File: config.mk
export PLATFORM = sky130hd
export DESIGN_NAME = cpu_clk_ctrl
export DESIGN_NICKNAME = d
export VERILOG_FILES = /design/src/rtl/cpu_clk_ctrl_pkg.sv /design/src/rtl/key_debounce.sv /design/src/rtl/cpu_clk_ctrl.sv
export SDC_FILE = /design/constraint.sdc
export NUM_CORES = 1
export LEC_CHECK = 0
export CORE_MARGIN = 5
export CORE_UTILIZATION = 30
export CTS_CLUSTER_SIZE = 10
export DETAILED_ROUTE_END_ITERATION = 6
export REMOVE_ABC_BUFFERS = 1
export SKIP_CTS_REPAIR_TIMING = 1
export SLEW_MARGIN = 20
export SYNTH_ARGS = -nofsm -noshare
export SYNTH_HDL_FRONTEND = slang
export SYNTH_HIERARCHICAL = 1
export SYNTH_SLANG_ARGS = --single-unit
File: constraint.sdc
create_clock -name i_clk -period 3.1 [get_ports i_clk]
set_input_delay 0.465 -clock i_clk [delete_from_list [all_inputs] [get_ports i_clk]]
set_output_delay 0.465 -clock i_clk [all_outputs]
set_load 0.02 [all_outputs]
File: src/rtl/cpu_clk_ctrl_pkg.sv
// Shared types and constants for the CPU clock/run controller.
package cpu_clk_ctrl_pkg;

  typedef enum logic [1:0] {
    MODE_RUN     = 2'b00,
    MODE_STEP    = 2'b01,
    MODE_HALT    = 2'b10,
    MODE_RUN_BRK = 2'b11
  } mode_e;

  typedef enum logic [2:0] {
    ST_RUN     = 3'd0,
    ST_STEP    = 3'd1,
    ST_HALT    = 3'd2,
    ST_RUN_BRK = 3'd3,
    ST_BREAK   = 3'd4
  } state_e;

  // 10 ms of stable key level at 50 MHz
  localparam int unsigned DB_CYCLES_DEFAULT = 500000;

endpackage

File: src/rtl/key_debounce.sv
// Step-key conditioning: 2-flop synchroniser, debounce counter and a
// one-cycle pulse on each accepted press (accepted level falling 1->0).
module key_debounce
  import cpu_clk_ctrl_pkg::*;
#(
  parameter int unsigned DB_CYCLES = DB_CYCLES_DEFAULT
) (
  input  logic clk_i,
  input  logic rst_ni,
  input  logic key_n_i,
  output logic press_o
);

  localparam int unsigned CW = $clog2(DB_CYCLES + 1);
  localparam logic [CW-1:0] DB_LAST = CW'(DB_CYCLES - 1);

  logic [1:0]    sync_q;
  logic          level_q, level_d;
  logic [CW-1:0] cnt_q, cnt_d;
  logic          press_q, press_d;

  // Count consecutive samples that disagree with the accepted level; any
  // agreeing sample restarts the count, so short bounces are discarded.
  always_comb begin
    level_d = level_q;
    cnt_d   = '0;
    press_d = 1'b0;
    if (sync_q[1] != level_q) begin
      if (cnt_q == DB_LAST) begin
        level_d = sync_q[1];
        press_d = ~sync_q[1];
      end else begin
        cnt_d = cnt_q + CW'(1);
      end
    end
  end

  always_ff @(posedge clk_i or negedge rst_ni) begin
    if (!rst_ni) begin
      sync_q  <= 2'b11;
      level_q <= 1'b1;
      cnt_q   <= '0;
      press_q <= 1'b0;
    end else begin
      sync_q  <= {sync_q[0], key_n_i};
      level_q <= level_d;
      cnt_q   <= cnt_d;
      press_q <= press_d;
    end
  end

  assign press_o = press_q;

endmodule

File: src/rtl/cpu_clk_ctrl.sv
// Board-level CPU clock-enable and run-mode controller: reset synchroniser,
// programmable divider, run/step/halt/breakpoint FSM and enable counter.
module cpu_clk_ctrl
  import cpu_clk_ctrl_pkg::*;
#(
  parameter int unsigned DIV_WIDTH = 24,
  parameter int unsigned DB_CYCLES = DB_CYCLES_DEFAULT,
  parameter int unsigned CNT_WIDTH = 32
) (
  input  logic                 i_clk,
  input  logic                 i_rst_n,
  input  logic [1:0]           i_mode,
  input  logic [DIV_WIDTH-1:0] i_div,
  input  logic                 i_step_key_n,
  input  logic [31:0]          i_pc,
  input  logic [31:0]          i_brk_pc,
  output logic                 o_cpu_rst_n,
  output logic                 o_cpu_en,
  output logic                 o_halted,
  output logic                 o_brk_hit,
  output logic [CNT_WIDTH-1:0] o_en_cnt
);

  logic [1:0]           rst_sync_q;
  logic                 cpu_rst_n;
  logic                 press;
  logic                 tick;
  logic [DIV_WIDTH-1:0] div_cnt_q, div_cnt_d;
  state_e               state_q, state_d;
  logic                 en_q, en_d;
  logic                 brk_hit_q, brk_hit_d;
  logic                 mask_q, mask_d;
  logic [CNT_WIDTH-1:0] en_cnt_q, en_cnt_d;

  key_debounce #(.DB_CYCLES(DB_CYCLES)) u_key_debounce (
    .clk_i   (i_clk),
    .rst_ni  (i_rst_n),
    .key_n_i (i_step_key_n),
    .press_o (press)
  );

  always_ff @(posedge i_clk or negedge i_rst_n) begin
    if (!i_rst_n) rst_sync_q <= 2'b00;
    else          rst_sync_q <= {rst_sync_q[0], 1'b1};
  end

  assign cpu_rst_n = rst_sync_q[1];

  // ">=" rather than "==" so lowering i_div below the count ticks at once.
  always_comb begin
    tick      = cpu_rst_n && (div_cnt_q >= i_div);
    div_cnt_d = (!cpu_rst_n || tick) ? '0 : div_cnt_q + DIV_WIDTH'(1);
  end

  always_comb begin
    state_d   = state_q;
    en_d      = 1'b0;
    brk_hit_d = 1'b0;
    mask_d    = 1'b0;
    if (!cpu_rst_n) begin
      state_d = ST_HALT;
    end else begin
      case (mode_e'(i_mode))
        MODE_RUN: begin
          state_d = ST_RUN;
          en_d    = tick;
        end
        MODE_STEP: begin
          state_d = ST_STEP;
          en_d    = press;
        end
        MODE_HALT: state_d = ST_HALT;
        MODE_RUN_BRK: begin
          brk_hit_d = brk_hit_q;
          mask_d    = mask_q;
          // The mask lets a one-instruction loop at the break PC be stepped.
          if (state_q == ST_BREAK) begin
            if (press) begin
              en_d    = 1'b1;
              state_d = ST_RUN_BRK;
              mask_d  = 1'b1;
            end
          end else begin
            state_d = ST_RUN_BRK;
            if (tick) begin
              mask_d = 1'b0;
              if (!mask_q && (i_pc == i_brk_pc)) begin
                state_d   = ST_BREAK;
                brk_hit_d = 1'b1;
              end else begin
                en_d = 1'b1;
              end
            end
          end
        end
        default: state_d = ST_HALT;
      endcase
    end
  end

  always_comb begin
    en_cnt_d = en_cnt_q;
    if (!cpu_rst_n)  en_cnt_d = '0;
    else if (en_q)   en_cnt_d = en_cnt_q + CNT_WIDTH'(1);
  end

  always_ff @(posedge i_clk or negedge i_rst_n) begin
    if (!i_rst_n) begin
      div_cnt_q <= '0;
      state_q   <= ST_HALT;
      en_q      <= 1'b0;
      brk_hit_q <= 1'b0;
      mask_q    <= 1'b0;
      en_cnt_q  <= '0;
    end else begin
      div_cnt_q <= div_cnt_d;
      state_q   <= state_d;
      en_q      <= en_d;
      brk_hit_q <= brk_hit_d;
      mask_q    <= mask_d;
      en_cnt_q  <= en_cnt_d;
    end
  end

  assign o_cpu_rst_n = cpu_rst_n;
  assign o_cpu_en    = en_q;
  assign o_halted    = state_q inside {ST_HALT, ST_BREAK, ST_STEP};
  assign o_brk_hit   = brk_hit_q;
  assign o_en_cnt    = en_cnt_q;

endmodule

==> flow_summary_export.csv, run 1 <==
group,metric,value,unit
outcome,outcome,"completed",
clock_tree,clkTransAtPathRegs,0.06,ns
timing,worstMarginPinSlew,0.704,ns
critical_path,crit_path_cell_trace,"inv_1 > ha_1 > nand2b_4 > a211oi_2 > nor3_1 > o41ai_2 > nand3_2 > nor2_1",
clock_tree,clock-sinks,87,
yosys,ys_warn_count,6,
place,place_congestion,0.835,
power,p_comb_share,10.4,%
final_layout,antennaDiodeCount,0,
timing,finalCritPeriodShare,88.6,%
final_layout,areaGrowthSynthToFinish,34.8,%
yosys,synthArstFlopShare,100,%
drt,num_vias,4356,
timing,final_max_slew_viol_count,0,
power,p_leak,2.97,nW
grt,grt_pass1_wl,20800,um
timing,relSlewSlack,53.1,%
power,cellPowerDensity,363,nW/um^2
floorplanning,dieArea,20300,sq um
critical_path,worstPathMaxFanout,24,
place,io_buffer_count,128,
min_path,hold_path_class,"input port to async pin",
floorplanning,start_util,30.5,%
critical_path,endpoint_kind,"flip-flop",
floorplanning,ioPinCount,129,
critical_path,cpLargestDelayFamily,"simple AND/OR/NAND/NOR gates",
timing,fmax,364,MHz
power,ir_drop,247,uV
grt,grt_remaining_overflow,0,
yosys,synth.avg_cell_area,9.53,sq um
critical_path,cp-start-kind,"flip-flop",
drt,ant_nets,0,
yosys,synth.cell_area,5260,sq um
clock_tree,cts_buffers,9,
critical_path,worstPathRequired,3.35,ns
drt,vias_per_cell,4.78,
yosys,ys.flop_type,"dfrtp_1",
drt,wl_per_cell,13.6,um
power,p_clk_share,44.4,%
critical_path,worstPathArrival,3.00,ns
final_layout,layout_common_cells,"clkdlybuf4s50_1, dfrtp_1, xnor2_1",
timing,min_period,2.75,ns
timing,rsz0062_at_grt,"no",
final_layout,mostFrequentLayoutCell,"clkdlybuf4s50_1",
place,placedCellCount,896,
place,post-dp-hpwl,9670,um
power,seqPwrFrac,45.2,%
floorplanning,fp.dieW,142,um
clock_tree,clockBufferDepth,2,
final_layout,finalNonFillerCells,912,
grt,track_usage,12.5,%
run,maxCapViolCount,0,
yosys,synth_seq_cells,87,
grt,first_global_vias,4456,
drt,drt-total-wl,12400,um
critical_path,cpMaxStageDelayCell,"o41ai_2",
final_layout,drive_above_1_share,5.97,%
clock_tree,cts_tree,"built",
clock_tree,clkLatencyLatePin,0.34,ns
drt,drcViolationCount,0,
yosys,synth-edff-count,0,
yosys,netlist_instances,552,
floorplanning,fp.dieH,142,um
drt,drt_iter0_drc,181,
yosys,synth-seq-area-share,41.5,%
timing,setup_violations,0,
drt,drtPass1Iterations,4,
timing,finalSetupTns,0,ns
power,net-switching-power,0.559,mW
critical_path,critPathKind,"flip-flop to flip-flop",
critical_path,critPathBufInv,1,
final_layout,layout.nets,802,
clock_tree,htreeDepth,3,
timing,hold_violations,0,
power,p_int,2.02,mW
floorplanning,rows,48,
yosys,synthDistinctLibCells,53,
clock_tree,root_buffer,"clkbuf_16",
power,p_sw_share,21.7,%
critical_path,slowest_delay,0.59,ns
grt,grt_max_degree,48,
grt,antenna_found_initial,0,
floorplanning,fp.coreArea,17200,sq um
timing,fin_skew,0.00982,ns
area by class of cell:
| type | count | area [sq um] |
|---|---|---|
| flip-flops and latches | 87 | 2180 |
| clock buffers | 11 | 233 |
| fillers | 1646 | 10100 |
| well taps | 225 | 282 |
| repair buffers | 132 | 1310 |
| multi-input cells | 416 | 2870 |
| inverters | 36 | 135 |
| clock inverters | 5 | 82.6 |
routing by layer:
layer | global-route usage (%) | vias to the layer above | share of wire (%) | routed length (um)
met5 | 0 | - | 0 | 0
met4 | 4.15 | 0 | 1.3 | 158
met3 | 3.16 | 10 | 6.4 | 791
met2 | 22.0 | 122 | 50 | 6230
met1 | 14.8 | 2072 | 42 | 5220
li1 | - | 2152 | - | -
cells by family (layout without fill, tap and decap cells):
kind of cell / count (synthesis) / count (layout) / synth area share [%]
adders and majority gates: 27 / 27 / 6.42
muxes: 2 / 2 / 0.404
xor gates and xnor gates: 97 / 97 / 16.1
buffers and inverters: 49 / 184 / 3.97
AOI/OAI and AO/OA: 43 / 43 / 5.54
and+or+nand+nor: 246 / 246 / 26.0
DFF: 87 / 87 / 41.5
other: 1 / 1 / 0.0713
power groups by stage:
stage	sequential (mW)	clock (mW)	combinational [mW]
final	1.16	1.14	0.269
after global routing	1.17	1.23	0.297
after CTS	1.16	1.18	0.275
after detailed placement	1.18	0	0.275
after global placement	1.18	0	0.265
after floorplan	1.18	0	0.0954
sequential cells by signal (all words and copies together) (netlist names):
signal                  cells
o_cpu_en                    1
u_key_debounce/press_o      1
div_cnt_q                  24
state_q                     3
o_brk_hit                   1
u_key_debounce/cnt_q       19
mask_q                      1
o_en_cnt                   32
u_key_debounce/sync_q       2
u_key_debounce/level_q      1
rst_sync_q                  2
per-stage QoR:
step                      instance area [sq um]  setup slack (ns)  total power, mW  hold WS, ns  utilization (%)
after floorplan                            5190             0.914             1.28        0.169                -
after global placement                     6780             0.198             1.45        0.334             39.3
after detailed placement                   6780            0.0359             1.46        0.338             39.3
after CTS                                  7090             0.289             2.62        0.148             41.2
after global routing                       7090             0.109             2.69        0.189             41.2
final                                      7090             0.355             2.58        0.130             41.2
synth_stat cells, types with 2 or more instances:
library cell   n  area, sq um
buf_4          2         15.0
a21boi_0       2         15.0
clkbuf_1       6         22.5
dfstp_2        4          105
nor3b_1        2         15.0
nand4_4        2         42.5
a21o_1         2         15.0
nand2_1       29          109
nor4_1         5         31.3
nor4b_1        2         17.5
inv_1         36          135
and3_1        10         62.6
a31o_2         2         17.5
dfrtp_1       83         2080
xnor2_1       69          604
nand2b_1       2         12.5
o21ai_0       13         65.1
and2_1        27          169
xor2_1        28          245
a21oi_1       13         65.1
buf_6          2         22.5
nand3_1       34          170
nor2_1        54          203
ha_1          27          338
nor2b_1        3         18.8
and4_1         9         78.8
nand4_1       32          200
or3_1          6         37.5
nor3_1        19         95.1
a21boi_1       4         30.0
path summary, 6_finish.rpt:
path,depth (start not counted),slack (ns),end,from
worst max-delay path,8,0.35,div_cnt_q[23]$_DFF_PN0_,div_cnt_q[0]$_DFF_PN0_
worst min-delay path,1,0.13,o_en_cnt[15]$_DFFE_PN0P_,i_rst_n
worst max register to register,8,0.35,div_cnt_q[23]$_DFF_PN0_,div_cnt_q[0]$_DFF_PN0_
worst min register to register,0,0.35,rst_sync_q[1]$_DFF_PN0_,rst_sync_q[0]$_DFF_PN0_
max in group asynchronous,2,2.19,state_q[1]$_DFFE_PN1P_,i_rst_n
min in group i_clk,0,0.35,rst_sync_q[1]$_DFF_PN0_,rst_sync_q[0]$_DFF_PN0_
(Power assumes the default switching activity.)
==> inputs of run 2 (changes only) <==
Settings changed: ABC_CLOCK_PERIOD_IN_PS set to 3100, TNS_END_PERCENT set to 1.
==> results of run 2 <==
Same layout as run 1: the final DEF is identical, and so are final timing and power.
==> inputs of run 3 (changes only) <==
Settings changed: MAX_ROUTING_LAYER set to met4, PLACE_DENSITY set to 0.63.
==> flow_summary_export.csv, run 3 (synthesis results as in run 1) <==
group,metric,value,unit
floorplanning,fp.coreArea,17200,sq um
timing,finalCritPeriodShare,86.3,%
power,ir_drop,216,uV
critical_path,crit_path_cell_trace,"clkdlybuf4s50_1 > inv_1 > ha_1 > a21oi_1 > a21boi_0 > o41ai_2 > nand3_2 > nor2_1",
drt,drt_iter0_drc,177,
timing,holdWs,0.154,ns
timing,fin_skew,0.00889,ns
critical_path,cp-start-kind,"input port",
power,cellPowerDensity,341,nW/um^2
final_layout,fill_cells,1663,
grt,grt_max_degree,53,
place,placedCellCount,897,
critical_path,cpLargestDelayFamily,"compound AO/OA/AOI/OAI gates",
final_layout,utilization,40.9,%
outcome,outcome,"completed",
timing,setup_violations,0,
critical_path,worstPathMaxFanout,24,
critical_path,slowest_delay,0.60,ns
drt,wl_per_cell,12.9,um
timing,setup_ws,0.423,ns
final_layout,layout.nets,803,
place,place_area,6790,sq um
critical_path,worstPathArrival,2.93,ns
clock_tree,clkLatencyLatePin,0.34,ns
clock_tree,htreeDepth,3,
critical_path,critPathBufInv,2,
timing,relSlewSlack,50.7,%
floorplanning,ioPinCount,129,
power,power,2.41,mW
timing,finalSetupTns,0,ns
grt,grt_remaining_overflow,0,
floorplanning,fp.dieH,142,um
final_layout,antennaDiodeCount,0,
grt,grt_pass1_wl,19900,um
floorplanning,rows,48,
power,p_leak,2.96,nW
place,post-dp-hpwl,9090,um
timing,worstMarginPinSlew,0.739,ns
drt,drtPass1Iterations,4,
critical_path,worstPathRequired,3.35,ns
critical_path,endpoint_kind,"flip-flop",
clock_tree,clockBufferDepth,2,
timing,min_period,2.68,ns
drt,ant_nets,0,
drt,drt-total-wl,11800,um
critical_path,critPathKind,"input port to flip-flop",
clock_tree,root_buffer,"clkbuf_16",
final_layout,drive_above_1_share,5.67,%
grt,first_global_vias,4206,
timing,fmax,374,MHz
place,place_congestion,0.800,
grt,antenna_found_initial,0,
timing,rsz0062_at_grt,"no",
final_layout,fin_area,7050,sq um
final_layout,areaGrowthSynthToFinish,34.0,%
clock_tree,clock-sinks,87,
timing,final_max_slew_viol_count,0,
grt,track_usage,12.4,%
clock_tree,cts_tree,"built",
timing,hold_violations,0,
clock_tree,cts_buffers,9,
place,pre_cts_ws,0.0804,ns
final_layout,finalNonFillerCells,913,
final_layout,layout_common_cells,"clkdlybuf4s50_1, dfrtp_1, xnor2_1",
floorplanning,start_util,30.5,%
critical_path,cpMaxStageDelayCell,"o41ai_2",
drt,drcViolationCount,0,
floorplanning,dieArea,20300,sq um
floorplanning,fp.dieW,142,um
clock_tree,clkTransAtPathRegs,0.06,ns
run,maxCapViolCount,0,
final_layout,mostFrequentLayoutCell,"clkdlybuf4s50_1",
final_layout,largest_reg_flops,32,
drt,vias_per_cell,4.67,
drt,num_vias,4266,
place,io_buffer_count,128,
min_path,hold_path_class,"input port to async pin",
==> run 3: worst paths after layout <==
check / start / endpoint / slack [ns] / cells past startpoint
worst max-delay path: i_div[6] / div_cnt_q[6]$_DFF_PN0_ / 0.42 / 8
worst min-delay path: i_rst_n / div_cnt_q[17]$_DFF_PN0_ / 0.15 / 1
worst max register to register: div_cnt_q[6]$_DFF_PN0_ / div_cnt_q[6]$_DFF_PN0_ / 0.57 / 6
worst min register to register: rst_sync_q[0]$_DFF_PN0_ / rst_sync_q[1]$_DFF_PN0_ / 0.35 / 0
max in group asynchronous: i_rst_n / rst_sync_q[1]$_DFF_PN0_ / 2.20 / 2
min in group i_clk: rst_sync_q[0]$_DFF_PN0_ / rst_sync_q[1]$_DFF_PN0_ / 0.35 / 0
==> run 3: layout make-up <==
| type | instances | area, sq um | share of cell area, % |
|---|---|---|---|
| multi-input cells | 416 | 2870 | 40.7 |
| inverters | 36 | 135 | 1.92 |
| repair buffers | 133 | 1320 | 18.7 |
| flip-flops and latches | 87 | 2180 | 31.0 |
| well taps | 225 | 282 | 3.99 |
| clock buffers | 15 | 258 | 3.66 |
| clock inverters | 1 | 5.00 | 0.0710 |
==> run 3: routing by layer <==
metal  wire length, um  track usage, %  up-vias
li1                  -               -     2153
met1              5420            15.7     1965
met2              5450            19.5      133
met3               821            3.33       15
met4               135            3.85        0
met5                 0               -        -
==> run 3: power by group <==
| part | internal, mW | switching (mW) |
|---|---|---|
| clock network | 0.565 | 0.407 |
| registers | 1.15 | 0.0122 |
| logic | 0.164 | 0.109 |
